File: config.mk
export PLATFORM = sky130hd
export DESIGN_NAME = wb_port_arbiter
export DESIGN_NICKNAME = d
export VERILOG_FILES = /design/src/rtl/wb_port_arbiter.sv
export SDC_FILE = /design/constraint.sdc
export NUM_CORES = 1
export LEC_CHECK = 0
export ABC_AREA = 1
export CORE_UTILIZATION = 52
export CTS_BUF_LIST = sky130_fd_sc_hd__clkbuf_8
export DETAILED_ROUTE_END_ITERATION = 10
export PLACE_DENSITY = 0.88
export SLEW_MARGIN = 20
export SYNTH_ARGS = -nofsm -noshare
export SYNTH_HDL_FRONTEND = slang
export SYNTH_SLANG_ARGS = --single-unit
File: constraint.sdc
create_clock -name clk -period 3.5 [get_ports clk]
set_input_delay 0.7 -clock clk [delete_from_list [all_inputs] [get_ports clk]]
set_output_delay 0.7 -clock clk [all_outputs]
set_load 0.02 [all_outputs]
File: src/rtl/wb_port_arbiter.sv
// wb_port_arbiter
// Arbitrates the register file's single write port between the main pipeline
// write-back (requester A, fixed high priority) and the mul/div unit
// (requester B, buffered in a small FIFO). A B entry that keeps losing to A
// has an anti-starvation counter that eventually forces it through. pend1 and
// pend2 tell decode when a source register still has a queued or in-flight write.

module wb_port_arbiter #(
  parameter int FIFO_DEPTH = 2,
  parameter int MAX_WAIT   = 4
) (
  input  logic        clk,
  input  logic        rst,
  input  logic        a_valid,
  output logic        a_ready,
  input  logic [4:0]  a_num,
  input  logic [31:0] a_data,
  input  logic        b_valid,
  output logic        b_ready,
  input  logic [4:0]  b_num,
  input  logic [31:0] b_data,
  output logic        reg_wr,
  output logic [4:0]  wr_num,
  output logic [31:0] wr_data,
  input  logic [4:0]  read1,
  input  logic [4:0]  read2,
  output logic        pend1,
  output logic        pend2
);

  localparam int PW = $clog2(FIFO_DEPTH);
  localparam int CW = PW + 1;
  localparam logic [CW-1:0] DEPTH_C    = CW'(FIFO_DEPTH);
  localparam logic [3:0]    MAX_WAIT_C = 4'(MAX_WAIT);

  // B queue storage and bookkeeping
  logic [4:0]    q_num_r  [FIFO_DEPTH];
  logic [31:0]   q_data_r [FIFO_DEPTH];
  logic [PW-1:0] head_r;
  logic [PW-1:0] tail_r;
  logic [CW-1:0] count_r;
  logic [CW-1:0] count_nx_s;

  // Anti-starvation state
  logic [3:0]    wait_r;
  logic          force_r;

  // Registered write-port outputs
  logic          reg_wr_r;
  logic [4:0]    wr_num_r;
  logic [31:0]   wr_data_r;

  // Per-cycle decisions
  logic          nonempty_s;
  logic          b_ready_s;
  logic          enq_s;
  logic          issue_a_s;
  logic          issue_b_s;
  logic          pend1_s;
  logic          pend2_s;

  assign nonempty_s = (count_r != {CW{1'b0}});
  assign b_ready_s  = (count_r != DEPTH_C);
  // Register-0 requests from B are accepted but never stored.
  assign enq_s      = b_valid & b_ready_s & (b_num != 5'd0);
  // The head wins when forced, or whenever A has nothing to write.
  assign issue_b_s  = nonempty_s & (force_r | ~a_valid);
  assign issue_a_s  = a_valid & ~force_r;

  assign a_ready = ~force_r;
  assign b_ready = b_ready_s;
  assign reg_wr  = reg_wr_r;
  assign wr_num  = wr_num_r;
  assign wr_data = wr_data_r;
  assign pend1   = pend1_s;
  assign pend2   = pend2_s;

  // Next queue occupancy from simultaneous enqueue/dequeue
  always_comb begin
    case ({enq_s, issue_b_s})
      2'b10:   count_nx_s = count_r + CW'(1);
      2'b01:   count_nx_s = count_r - CW'(1);
      default: count_nx_s = count_r;
    endcase
  end

  // Pending-write lookup: any live queue slot or the write currently on the port
  always_comb begin
    pend1_s = 1'b0;
    pend2_s = 1'b0;
    for (int i = 0; i < FIFO_DEPTH; i++) begin
      // A physical slot is live when its distance from head is below count.
      pend1_s = pend1_s | (({1'b0, PW'(i) - head_r} < count_r) & (q_num_r[i] == read1));
      pend2_s = pend2_s | (({1'b0, PW'(i) - head_r} < count_r) & (q_num_r[i] == read2));
    end
    pend1_s = (pend1_s | (reg_wr_r & (wr_num_r == read1))) & (read1 != 5'd0);
    pend2_s = (pend2_s | (reg_wr_r & (wr_num_r == read2))) & (read2 != 5'd0);
  end

  // B queue: store new entries at tail, retire head when it wins the port
  always_ff @(posedge clk) begin
    if (rst) begin
      head_r  <= {PW{1'b0}};
      tail_r  <= {PW{1'b0}};
      count_r <= {CW{1'b0}};
      for (int i = 0; i < FIFO_DEPTH; i++) begin
        q_num_r[i]  <= 5'd0;
        q_data_r[i] <= 32'd0;
      end
    end else begin
      if (enq_s) begin
        q_num_r[tail_r]  <= b_num;
        q_data_r[tail_r] <= b_data;
        tail_r           <= tail_r + PW'(1);
      end
      if (issue_b_s) begin
        head_r <= head_r + PW'(1);
      end
      count_r <= count_nx_s;
    end
  end

  // Starvation tracking: count lost cycles of a waiting head, force it at the limit
  always_ff @(posedge clk) begin
    if (rst) begin
      wait_r  <= 4'd0;
      force_r <= 1'b0;
    end else if (!nonempty_s || issue_b_s) begin
      wait_r  <= 4'd0;
      force_r <= 1'b0;
    end else begin
      wait_r <= wait_r + 4'd1;
      if (wait_r + 4'd1 == MAX_WAIT_C) begin
        force_r <= 1'b1;
      end
    end
  end

  // Write-port register: load the winner, or deassert the enable when idle
  always_ff @(posedge clk) begin
    if (rst) begin
      reg_wr_r  <= 1'b0;
      wr_num_r  <= 5'd0;
      wr_data_r <= 32'd0;
    end else if (issue_b_s) begin
      reg_wr_r  <= 1'b1;
      wr_num_r  <= q_num_r[head_r];
      wr_data_r <= q_data_r[head_r];
    end else if (issue_a_s) begin
      // A write to register 0 still takes the slot but must not commit.
      reg_wr_r  <= (a_num != 5'd0);
      wr_num_r  <= a_num;
      wr_data_r <= a_data;
    end else begin
      reg_wr_r  <= 1'b0;
    end
  end

endmodule

==> reports/metrics.yaml <==
pwr:
  clkPwrFrac_pct: 31.4
  combPwrFrac_pct: 24.6
  p_int_w: 0.00282
  p_leak_nw: 3.30
  ir_drop_v: 0.000315
  switching_share_pct: 31.5
  cellPowerDensity_nw_per_um2: 542
  p_seq_share_pct: 44.0
  p_sw_w: 0.00129
timing:
  hold_slack_ns: 0.477
  hold_viol_final: 0
  layout_setup_ws_ns: 0.324
  max_slew_margin_pct: 27.4
  finalCritPeriodShare_pct: 90.7
  timing.fmax_mhz: 315
  setup_violations: 0
  timing.final.crit_period_ns: 3.18
  setup_tns_ns: 0
  maxSlewViolCount: 0
  skew_ns: 0.0115
  worstMarginPinSlew_ns: 1.08
  grt_setup_unrepaired: "no"
clocking:
  root_buffer: "clkbuf_8"
  cts_buffers: 17
  clkLatencyLatePin_ns: 0.43
  path_clk_slew_ns: 0.07
  cts.sinks: 122
  postCtsHoldBufs: 0
  tritoncts: "done"
  htreeDepth: 4
  cts_buffer_depth: 2
  post-cts-setup-buffers: 0
  ctsResizeCount: 0
synthesis:
  ys_warn_count: 0
  synthCells: 704
  yosys_most_used_dff: "edfxtp_1"
  synth_edf_count: 74
  synth_seq_cells: 122
  synth_cell_type_count: 28
  syn_area_per_cell_um2: 8.20
  yosysSeqAreaShare_pct: 55.2
  syn_nets: 795
  synthArstFlopShare_pct: 0
  synth.cell_area_um2: 5770
floorplanning:
  start_util_pct: 53.2
  core-area_um2: 10800
  die_w_um: 107
  io_pins: 130
  dieArea_um2: 11500
  die_h_um: 107
  rows: 38
cells_and_area:
  fin_nets: 920
  fillers: 848
  drive_gt1_share_pct: 7.48
  num_antenna_cells: 0
  area_growth_pct: 31.3
detailed_routing:
  viasPerCell: 5.10
  routed_wl_mm: 14.2
  drc: 0
  drt_iter0_drc: 339
  detail_route.first_pass.iterations: 5
  vias: 5004
  ant_nets: 0
  wl_per_cell_um: 14.4
global_routing:
  track_usage_pct: 25.9
  grt_use_met1_pct: 30.8
  met2_usage_pct: 46.0
  grt_pass1_vias: 4896
  top_usage_layer: "met2"
  grt_overflow_total: 0
  grt_max_degree: 43
  grt_pass1_wl_mm: 22.5
  grtUsageMet3_pct: 4.30
  antenna_found_initial: 0
placement:
  dp_slack_ns: 0.347
  port-buffer-count: 129
  place_congestion: 0.835
  dp_hpwl_mm: 9.44
outcome:
  status: "finished, final reports clean"
worst_setup_path:
  slowest_stage: "clkdlybuf4s50_1"
  start_kind: "input pin"
  crit_type: "input pin to primary output"
  cp_common_cell: "nand2_1"
  arrival_ns: 2.48
  crit_start: "read1[2]"
  path_buf_inv: 4
  worstPathRequired_ns: 2.80
  cp_max_fo: 5
  critPathMaxStageDelay_ns: 0.59
  critPathCaptureType: "primary output"
  crit_family: "buffers and inverters"
  crit_chain: "clkdlybuf4s50_1 > inv_1 > nand2_1 > nand2_1 > nor2_1 > nand3_1 > nand3_1 > nand2_1 > inv_1 > clkdlybuf4s50_1"
run:
  cap_violations: 0
worst_hold_path:
  min_path_type: "flop to flop"
  min-delay-start: "wr_data[27]$_SDFFE_PP0P_"
==> flip-flops by register name (all words and copies together) (netlist names), named ones only <==
register	count
reg_wr	1
head_r	1
wr_data	32
force_r	1
count_r	2
q_data_r	64
wr_num	5
wait_r	4
q_num_r	10
tail_r	1
==> cell type report <==
| class | instances | area, um^2 | area share, % |
|---|---|---|---|
| Clock buffer | 17 | 234 | 3.09 |
| Clock inverter | 15 | 175 | 2.31 |
| Inverter | 81 | 304 | 4.01 |
| Multi-Input combinational cell | 467 | 2110 | 27.8 |
| Sequential cell | 122 | 3180 | 42.0 |
| Tap cell | 140 | 175 | 2.31 |
| Timing Repair Buffer | 140 | 1400 | 18.5 |
==> per-stage QoR <==
step	utilization [%]	instance area, um^2	total power (W)	cells
detailed placement	66.1	7170	0.00285	950
finish	69.9	7580	0.00411	982
floorplan	-	5770	0.00242	704
global placement	66.1	7170	0.00283	950
CTS	69.9	7580	0.00412	982
global route	69.9	7580	0.00431	982
==> cells by family after synthesis <==
kind of cell	Yosys count	synth area share [%]
and+or+nand+nor	358	25.7
DFF	122	55.2
buffers and inverters	115	8.46
AOI/OAI and AO/OA	102	9.43
xor gates and xnor gates	4	0.607
adders and majority gates	3	0.651
==> worst register-to-register path: stages, from the launching register on <==
cell and delay (ns):
dfxtp_2 0.33, clkinv_1 0.83, or2_2 0.65, o211ai_1 0.10
nand3_1 0.08, nand2_1 0.06, inv_1 0.04
==> routing by layer <==
metal	wire length, um	up-vias
met4	304	0
met1	6010	2278
met2	7080	188
li1	-	2513
met3	753	25
met5	0	-
==> power groups by stage <==
stage,clock network [W],logic (W),registers [W]
floorplan,0,0.000514,0.00191
global placement,0,0.000996,0.00183
detailed placement,0,0.00101,0.00184
CTS,0.00130,0.00102,0.00181
global route,0.00136,0.00111,0.00183
finish,0.00129,0.00101,0.00181
==> cells in the final DEF, fill, tap and decap left out, types with 3 or more instances in the layout <==
cell type and instances:
inv_1 78, xor2_1 4, nand2_2 6, clkdlybuf4s50_1 129
o21ai_0 35, clkbuf_8 17, ha_1 3, nor2_1 91
o211ai_1 3, clkinvlp_4 3, edfxtp_1 74, inv_2 3
nand3_1 43, nor2_4 8, inv_6 3, buf_4 9
bufinv_16 3, o21ai_1 21, dfxtp_1 47, nor3_1 3
a31oi_1 8, clkinv_2 3, a21oi_1 33, nand2_1 203
==> path summary, 6_finish.rpt <==
path | endpoint | cells past startpoint | slack, ns
worst max register to register | wr_data[30]$_SDFFE_PP0P_ | 6 | 1.31
worst min-delay path | wr_data[27]$_SDFFE_PP0P_ | 2 | 0.48
worst max-delay path | pend1 | 10 | 0.32
worst min register to register | wr_data[27]$_SDFFE_PP0P_ | 2 | 0.48
==> Yosys cell counts, types with 4 or more instances <==
library cell	count	area, um^2
nand2_1	206	773
nor2_1	91	342
inv_1	78	293
edfxtp_1	74	2220
dfxtp_1	48	961
nand3_1	43	215
o21ai_0	35	175
a21oi_1	33	165
o21ai_1	21	105
buf_2	14	70.1
clkbuf_1	14	52.6
a31oi_1	8	50.1
nor2_4	8	90.1
xor2_1	4	35.0
Power figures use the tool's default switching activity.
